### config.mk
export PLATFORM = sky130hd
export DESIGN_NAME = param_counter
export DESIGN_NICKNAME = d
export VERILOG_FILES = /design/src/rtl/param_counter.sv
export SDC_FILE = /design/constraint.sdc
export NUM_CORES = 1
export LEC_CHECK = 0
export ABC_AREA = 1
export CORE_ASPECT_RATIO = 1.2
export CORE_MARGIN = 2
export CORE_UTILIZATION = 25
export CTS_CLUSTER_SIZE = 14
export DETAILED_ROUTE_END_ITERATION = 6
export PLACE_DENSITY = 0.51
export SKIP_LAST_GASP = 1
export SYNTH_ARGS = -nofsm -noshare
export SYNTH_HDL_FRONTEND = slang
export SYNTH_SLANG_ARGS = --single-unit
### constraint.sdc
create_clock -name clk -period 2.5 [get_ports clk]
set_clock_uncertainty 0.2 [all_clocks]
set_input_delay 0.5 -clock clk [delete_from_list [all_inputs] [get_ports clk]]
set_output_delay 0.5 -clock clk [all_outputs]
set_load 0.01 [all_outputs]
### src/rtl/param_counter.sv
// param_counter: up/down modulo counter with a configurable width, a terminal
// value, an enable prescaler, a clamped synchronous load, a registered one-cycle
// terminal-count pulse and a sticky wrap flag.
//
// The count range is 0..LIMIT. Wrapping is done with explicit compares against
// LIMIT, so the counter wraps correctly even when LIMIT < 2**WIDTH-1.
// Parameter legality: 1 <= LIMIT <= 2**WIDTH-1 and PRESCALE >= 1.
module param_counter #(
  parameter int WIDTH    = 8,
  parameter int LIMIT    = 255,
  parameter int PRESCALE = 1
) (
  input  logic             clk,
  input  logic             rst,
  input  logic             en,
  input  logic             load,
  input  logic [WIDTH-1:0] load_val,
  input  logic             dir,
  input  logic             clr_ovf,
  output logic [WIDTH-1:0] count,
  output logic             tc,
  output logic             ovf
);

  // The prescaler always has at least one bit. With PRESCALE=1 it stays at
  // zero, so every enabled cycle becomes a step.
  localparam int PCNT_W = (PRESCALE > 1) ? $clog2(PRESCALE) : 1;

  localparam logic [PCNT_W-1:0] PCNT_MAX = PCNT_W'(PRESCALE - 1);
  localparam logic [WIDTH-1:0]  LIMIT_V  = WIDTH'(LIMIT);

  logic [WIDTH-1:0]  count_q, count_d;
  logic [PCNT_W-1:0] pcnt_q,  pcnt_d;
  logic              tc_q,    tc_d;
  logic              ovf_q,   ovf_d;
  logic              wrap;

  // Next-state logic. Priority is load > en > idle; a wrap sets ovf even when
  // clr_ovf is asserted in the same cycle.
  always_comb begin
    // NOTE: every signal gets a default before any branch, so no path leaves
    // one unassigned and no latch is inferred; combinational logic uses blocking '='.
    count_d = count_q;
    pcnt_d  = pcnt_q;
    tc_d    = 1'b0;
    ovf_d   = ovf_q;
    wrap    = 1'b0;

    if (clr_ovf) begin
      ovf_d = 1'b0;
    end

    if (load) begin
      // Out-of-range load values are clamped to the terminal value.
      count_d = (load_val > LIMIT_V) ? LIMIT_V : load_val;
      pcnt_d  = '0;
    end else if (en) begin
      if (pcnt_q != PCNT_MAX) begin
        pcnt_d = pcnt_q + PCNT_W'(1);
      end else begin
        pcnt_d = '0;
        if (dir) begin
          if (count_q < LIMIT_V) begin
            count_d = count_q + WIDTH'(1);
          end else begin
            count_d = '0;
            wrap    = 1'b1;
          end
        end else begin
          if (count_q > '0) begin
            count_d = count_q - WIDTH'(1);
          end else begin
            count_d = LIMIT_V;
            wrap    = 1'b1;
          end
        end
      end
    end

    if (wrap) begin
      tc_d  = 1'b1;
      ovf_d = 1'b1;
    end
  end

  // State registers with asynchronous active-high clear.
  always_ff @(posedge clk or posedge rst) begin
    // NOTE: sequential state uses non-blocking '<=' so every register samples
    // the values from before the edge, independent of statement order.
    if (rst) begin
      count_q <= '0;
      pcnt_q  <= '0;
      tc_q    <= 1'b0;
      ovf_q   <= 1'b0;
    end else begin
      count_q <= count_d;
      pcnt_q  <= pcnt_d;
      tc_q    <= tc_d;
      ovf_q   <= ovf_d;
    end
  end

  assign count = count_q;
  assign tc    = tc_q;
  assign ovf   = ovf_q;

endmodule

# Yosys cells after proc, flatten, opt, wreduce, memory -nomap -nowiden
# Cells that the tools add are included.
dict set report word_totals {
  register_bits 11
  latch_bits 0
  ram_bits 0
  rom_bits 0
  out_inout_bits 10
  elab_cells 33
  memories 0
}
dict set report classes {
  n_addsub 3
  mul 0
  div_mod_pow 0
  order_cmp 3
  eq_ne 1
  shift 0
  muxes 19
  n_bitwise 0
  n_reduce_logical 3
}
# operator n
set op_table {}
lappend op_table {{2-to-1 mux 8 bit} 7}
lappend op_table {{2-to-1 mux 1 bit} 12}
lappend op_table {{adder 8 x 1 -> 8 bit (second input constant)} 1}
lappend op_table {{> comparator 8 x 1 -> 1 bit (second input constant)} 1}
lappend op_table {{> comparator 8 bit (second input constant)} 1}
lappend op_table {{< comparator 8 bit (second input constant)} 1}
lappend op_table {{subtractor 8 x 1 -> 8 bit (second input constant)} 1}
lappend op_table {{nonzero test 2 bit} 2}
lappend op_table {{!= test 2 bit (second input constant)} 1}
lappend op_table {{AND reduction 2 bit} 1}
lappend op_table {{adder 1 bit (second input constant)} 1}

# Depth between registers and ports, before layout
# Gate-level depths: netlist of the first run.
dict set report logic_depth {
  ltp_word 7
  mapped_depth 10
  depth_no_buf 10
}

# Worst setup path after synthesis of the first run
# No wires, ideal clock.
dict set report synth_path {
  path_type {register to register}
  startpoint {register count_q[0], in the netlist count[0]}
  endpoint {register count_q[4], in the netlist count[4]}
  arrival_time_ps 1350
  required_time_ps 2184
  setup_slack_ps 834
  path_stages_with_launch 10
  path_buffers 0
  cell_sequence {dfrtp_1 inv_1 ha_1 inv_1 nor2_1 nor2_1 o21ai_0 nand3_1 nand2_1 nand2_1}
}
dict set report synth_via {
  elab_chain_len 6
  elab_cells_between_ends 10
  classes_between {add/sub: 2; order compare: 2; mux: 6}
}
# item line
set synth_rtl {}
lappend synth_rtl {{from (decl)} 32} ;# logic [WIDTH-1:0] count_q, count_d;
lappend synth_rtl {{from (signal assigned)} 96} ;# count_q <= count_d;
lappend synth_rtl {{subtractor 8 x 1 -> 8 bit, or another cell as far along} 71} ;# count_d = count_q - WIDTH'(1);
lappend synth_rtl {{2-to-1 mux 8 bit, on equally long branches} {70, 63}}
lappend synth_rtl {{2-to-1 mux 8 bit *} 62} ;# if (dir) begin
lappend synth_rtl {{2-to-1 mux 8 bit *} 58} ;# if (pcnt_q != PCNT_MAX) begin
lappend synth_rtl {{2-to-1 mux 8 bit *} 57} ;# end else if (en) begin
lappend synth_rtl {{2-to-1 mux 8 bit *} 53} ;# if (load) begin
# Mark *: on every way between the ends. The rest lies on a longest branch, timed or not. The select of a mux whose other input is x is not followed.
# A chain may end at the register's enable or synchronous reset.

# Worst setup path after layout of the first run
dict set report layout_path {
  startpoint {register count_q[5], in the netlist count[5]}
  endpoint {output port count[5]}
}
# item line
set layout_rtl {}
lappend layout_rtl {{to (decl)} 20} ;# output logic [WIDTH-1:0] count,
# No word-level cell between the ends.

==> impl_metrics.tcl, run 1 <==
set metrics [dict create \
    die_area_sq_um 4340 \
    firstDrtPassIters 4 \
    routedWlPerCell_um 12.0 \
    dp_hpwl_um 2200 \
    syn_area_per_cell_sq_um 6.30 \
    timing.fmax_mhz 467 \
    synth_compound_area_share_pct 9.93 \
    pwr-share-seq_pct 33.1 \
    cap_violations 0 \
    fin_crit_sh_pct 85.7 \
    layout_commonest_cell "nand2_1" \
    syn_to_final_growth_pct 33.1 \
    tns_ns 0 \
    io_buffers 23 \
    pwr-share-comb_pct 36.2 \
    relSlewSlack_pct 57.1 \
    postCtsResizedCells 0 \
    layout_common_cells "49 x nand2_1, 24 x nor2_1, 23 x clkdlybuf4s50_1" \
    end_kind "output pin" \
    synth-simple-area-share_pct 45.5 \
    grt_max_degree 12 \
    crit_family "buffers and inverters" \
    final_antenna_net_count 0 \
    crit_fanout 10 \
    diodes 0 \
    die_w_um 60.5 \
    gp_congestion 0.874 \
    drtIter0Drc 51 \
    via_per_inst 4.46 \
    synth_warnings 0 \
    worst_slack_ns 0.358 \
    path_cells "clkdlybuf4s50_1" \
    die_y_um 71.8 \
    yosys.area_share.adder_pct 3.92 \
    min_period_ns 2.14 \
    numCtsBuffers 3 \
    p_int_w 0.000425 \
    hold_class "reg2reg" \
    peakVddDrop_v 0.000239 \
    cts_hold_buf 0 \
    core_sq_um 3660 \
    synth_cells 152 \
    htreeDepth 1 \
    rows 24 \
    required_ns 1.80 \
    setup_viol 0 \
    worstPathArrival_ns 1.44 \
    clk_pin_slew_worst_paths_ns 0.05 \
    ios 24 \
    grt.overflow.total 0 \
    grt_first_pass_wirelength_um 4590 \
    dp_slack_ns 0.343 \
    crit_start "count[5]" \
    cts_sinks 10 \
    outcome "completed" \
    p_per_area_nw_per_um2 521 \
    syn_nets 169 \
    cp_slowest_cell "clkdlybuf4s50_1" \
    total_leakage_power_nw 0.584 \
    drive_gt1_share_pct 11.9 \
    ys_seq_elements 10 \
    timing.rr.start "count[0]" \
    synthMuxAreaShare_pct 0 \
    cp-start-kind "flop" \
    nNetsFinal 194 \
    final-hold-violation-count 0 \
    grt_pass1_vias 979 \
    clkPwrFrac_pct 30.7 \
    yosys.area_share.xor_xnor_pct 2.75 \
    worstSkewPairLatency_ns 0.23 \
    grt.total_usage_pct 14.2 \
    path_buf_inv 1 \
    slew_violations 0 \
    cts_tree "yes" \
    syn-cell-area_sq_um 957 \
    synth_top_family_by_area "simple AND/OR/NAND/NOR gates" \
    root_buffer "clkbuf_8" \
    hold_start "ovf" \
    ys_types 23 \
    rsz0062_at_grt "no" \
    tightest_slew_ns 0.640 \
    vias 1017 \
    ys_seq_area_share_pct 26.1 \
    switchingPower_w 0.000239 \
    cpPeakStageDelay_ns 0.62 \
    switching_share_pct 36.0 \
    drc_errors 0 \
    antenna_found_initial 0 \
    postRouteWirelength_um 2730 \
    clockBufferDepth 2 \
    post_cts_buffers 0 \
    crit_type "reg2out" \
    start_util_pct 26.1 \
]
cell usage after synthesis:
master    number  area share [%]
nor2_2         4             2.6
nor2_4         2             2.4
ha_1           3             3.9
nand3_2        1             1.0
buf_4          1            0.78
o21bai_1       1            0.78
buf_2          1            0.52
nand2_2        2             1.3
o21ai_0        6             3.1
nand3_1       17             8.9
a21oi_2        3             2.7
buf_6          2             2.4
o221ai_1       1            0.92
or2_2          1            0.65
inv_1         15             5.9
nand2_1       49              19
xor2_1         3             2.7
inv_2          2            0.78
dfrtp_1       10              26
nor2_1        24             9.4
clkbuf_8       1             1.4
o211ai_1       2             1.6
a22oi_1        1            0.78
per-stage QoR:
stage               cell area [sq um]  utilization, %  hold WS (ns)  total power, W  instances
finish                           1270            34.8         0.337        0.000664        228
global route                     1270            34.8         0.380        0.000713        228
CTS                              1270            34.8         0.341        0.000670        228
detailed placement               1220            33.3         0.334        0.000464        224
global placement                 1220            33.3         0.314        0.000462        224
floorplan                         957               -         0.140        0.000368        152
registers in the layout, indices dropped and copies added (netlist names):
signal  cells
ovf         1
count       8
tc          1
layer usage:
| layer | vias up | global-route usage [%] | wire, um |
|---|---|---|---|
| met2 | 18 | 23.7 | 1380 |
| met3 | 4 | 0.542 | 65 |
| met5 | - | 0 | 0 |
| li1 | 523 | - | - |
| met4 | 0 | 6.76 | 55 |
| met1 | 472 | 18.4 | 1230 |
cells by family (layout without fill, tap and decap cells):
logic type	count (synthesis)	in the layout
adder cells (fa/ha/maj)	3	3
flip-flops	10	10
AO/OA/AOI/OAI	14	14
buffers and inverters	22	46
XOR/XNOR	3	3
AND/OR/NAND/NOR	100	100
power groups by stage:
stage | combinational [W] | sequential (W) | clock, W
3_5_place_dp | 0.000241 | 0.000223 | 0
6_report | 0.000240 | 0.000220 | 0.000204
5_1_grt | 0.000273 | 0.000224 | 0.000216
2_1_floorplan | 0.000156 | 0.000212 | 0
4_1_cts | 0.000242 | 0.000220 | 0.000208
3_3_place_gp | 0.000240 | 0.000222 | 0
final timing paths:
| kind | endpoint | slack [ns] | cells past startpoint |
|---|---|---|---|
| max | count[5] | 0.36 | 1 |
| min | ovf | 0.34 | 2 |
| max reg2reg | count[4] | 0.51 | 9 |
| min reg2reg | ovf | 0.34 | 2 |
| max in group asynchronous | count[3] | 1.46 | 2 |
| min in group asynchronous | count[6] | 0.36 | 2 |
area by class of cell:
class | count | area (sq um)
clock buffers | 4 | 55.1
fillers | 416 | 2390
inverters | 17 | 63.8
multi-input cells | 120 | 594
flip-flops and latches | 10 | 250
well taps | 52 | 65.1
repair buffers | 25 | 245
No activity file was read; power rests on OpenSTA's default activity.
==> run 2, diff against run 1 <==
--- a/config.mk
+++ b/config.mk
@@ -6,11 +6,12 @@
 export NUM_CORES = 1
 export LEC_CHECK = 0
 export ABC_AREA = 1
-export CORE_ASPECT_RATIO = 1.2
+export CAP_MARGIN = 20
 export CORE_MARGIN = 2
 export CORE_UTILIZATION = 25
 export CTS_CLUSTER_SIZE = 14
 export DETAILED_ROUTE_END_ITERATION = 6
+export GPL_TIMING_DRIVEN = 0
 export PLACE_DENSITY = 0.51
 export SKIP_LAST_GASP = 1
 export SYNTH_ARGS = -nofsm -noshare
==> impl_metrics.tcl, run 2 (synthesis results as in run 1) <==
set metrics [dict create \
    outcome "completed" \
    diodes 0 \
    cts_tree "yes" \
    drc_errors 0 \
    rsz0062_at_grt "no" \
    hold_slack_ns 0.332 \
    dp_hpwl_um 2050 \
    grt_max_degree 11 \
    tns_ns 0 \
    required_ns 1.80 \
    syn_to_final_growth_pct 35.0 \
    cp_num_cells 1 \
    largest_reg_flops 8 \
    cpPeakStageDelay_ns 0.60 \
    grt.overflow.total 0 \
    post_cts_buffers 0 \
    drtIter0Drc 84 \
    cts_sinks 10 \
    drive_gt1_share_pct 13.5 \
    hold_class "reg2reg" \
    min_period_ns 2.05 \
    grt_pass1_vias 913 \
    die_y_um 65.9 \
    cts_hold_buf 0 \
    ios 24 \
    root_buffer "clkbuf_8" \
    antenna_found_initial 0 \
    clk_pin_slew_worst_paths_ns 0.06 \
    end_kind "output pin" \
    postCtsResizedCells 0 \
    postRouteWirelength_um 2700 \
    path_cells "clkdlybuf4s50_1" \
    fin_crit_sh_pct 82.1 \
    final_antenna_net_count 0 \
    cap_violations 0 \
    via_per_inst 4.46 \
    nNetsFinal 196 \
    final-hold-violation-count 0 \
    numCtsBuffers 3 \
    worstPathArrival_ns 1.35 \
    grt_first_pass_wirelength_um 4420 \
    gp_congestion 0.882 \
    timing.fmax_mhz 487 \
    hold-path-cell-count 2 \
    io_buffers 22 \
    tightest_slew_ns 0.445 \
    crit_fanout 7 \
    routedWlPerCell_um 11.9 \
    clockBufferDepth 2 \
    layout_common_cells "49 x nand2_1, 24 x nor2_1, 22 x clkdlybuf4s50_1" \
    peakVddDrop_v 0.000168 \
    worstSkewPairLatency_ns 0.25 \
    cp-start-kind "flop" \
    relSlewSlack_pct 70.3 \
    layout_commonest_cell "nand2_1" \
    firstDrtPassIters 4 \
    rows 22 \
    grt.total_usage_pct 13.9 \
    crit_family "buffers and inverters" \
    path_buf_inv 1 \
    total_leakage_power_nw 0.598 \
    p_per_area_nw_per_um2 527 \
    slew_violations 0 \
    die_area_sq_um 4340 \
    start_util_pct 26.1 \
    htreeDepth 1 \
    worstRegToRegCells 8 \
    cp_slowest_cell "clkdlybuf4s50_1" \
    die_w_um 65.9 \
    setup_viol 0 \
    crit_type "reg2out" \
    core_sq_um 3660 \
    vias 1008 \
]
run 2: worst paths after layout:
kind / start / to / slack [ns]
setup / recovery: count[3] / count[3] / 0.45
hold / removal: ovf / ovf / 0.33
setup reg to reg: count[0] / count[3] / 0.66
hold reg to reg: ovf / ovf / 0.33
max in group asynchronous: rst / count[3] / 1.44
min in group asynchronous: rst / count[2] / 0.36
run 2: final cells by class:
type	instances	area, sq um
plain buffers	5	48.8
repair buffers	22	220
clock buffers	4	55.1
fillers	391	2370
inverters	17	63.8
well taps	48	60.1
multi-input cells	120	594
flip-flops and latches	10	250
run 2: through the flow:
step	util (%)	cell area, sq um	total power, W	setup WS [ns]	std cells
2_1_floorplan	-	957	0.000368	0.834	152
3_3_place_gp	33.8	1240	0.000463	0.240	222
3_5_place_dp	33.8	1240	0.000466	0.272	222
4_1_cts	35.3	1290	0.000684	0.444	226
5_1_grt	35.3	1290	0.000730	0.381	226
6_report	35.3	1290	0.000681	0.449	226
run 2: power breakdown:
group | switching [W] | total [W] | internal (W) | leakage (nW)
logic | 0.000143 | 0.000257 | 0.000114 | 0.446
clock network | 0.0000777 | 0.000217 | 0.000139 | 0.0288
registers | 0.0000266 | 0.000206 | 0.000180 | 0.124
total | 0.000247 | 0.000681 | 0.000433 | 0.598
run 2: layer usage:
metal,GRT usage [%],wire length (um)
met2,20.5,1190
met4,6.25,48
met5,0,0
met1,19.8,1320
met3,2.21,137
==> run 3, diff against run 2 <==
==> constraint.sdc (replaced) <==
create_clock -name clk -period 2.1 [get_ports clk]
set_clock_uncertainty 0.2 [all_clocks]
set_input_delay 0.42 -clock clk [delete_from_list [all_inputs] [get_ports clk]]
set_output_delay 0.42 -clock clk [all_outputs]
set_load 0.01 [all_outputs]
==> results of run 3 <==
Same layout as run 2 (identical final DEF). Status: completed.
Main changes from that run: setup slack after placement 0.272 ns -> -0.0477 ns; setup slack after layout 0.449 ns -> 0.129 ns; hold slack 0.332 ns -> 0.257 ns; register-to-register setup slack 0.66 ns -> 0.26 ns; end point of the worst hold path ovf -> count[1]; total power 0.000681 W -> 0.000810 W; worst IR drop on VDD 0.000168 V -> 0.000201 V
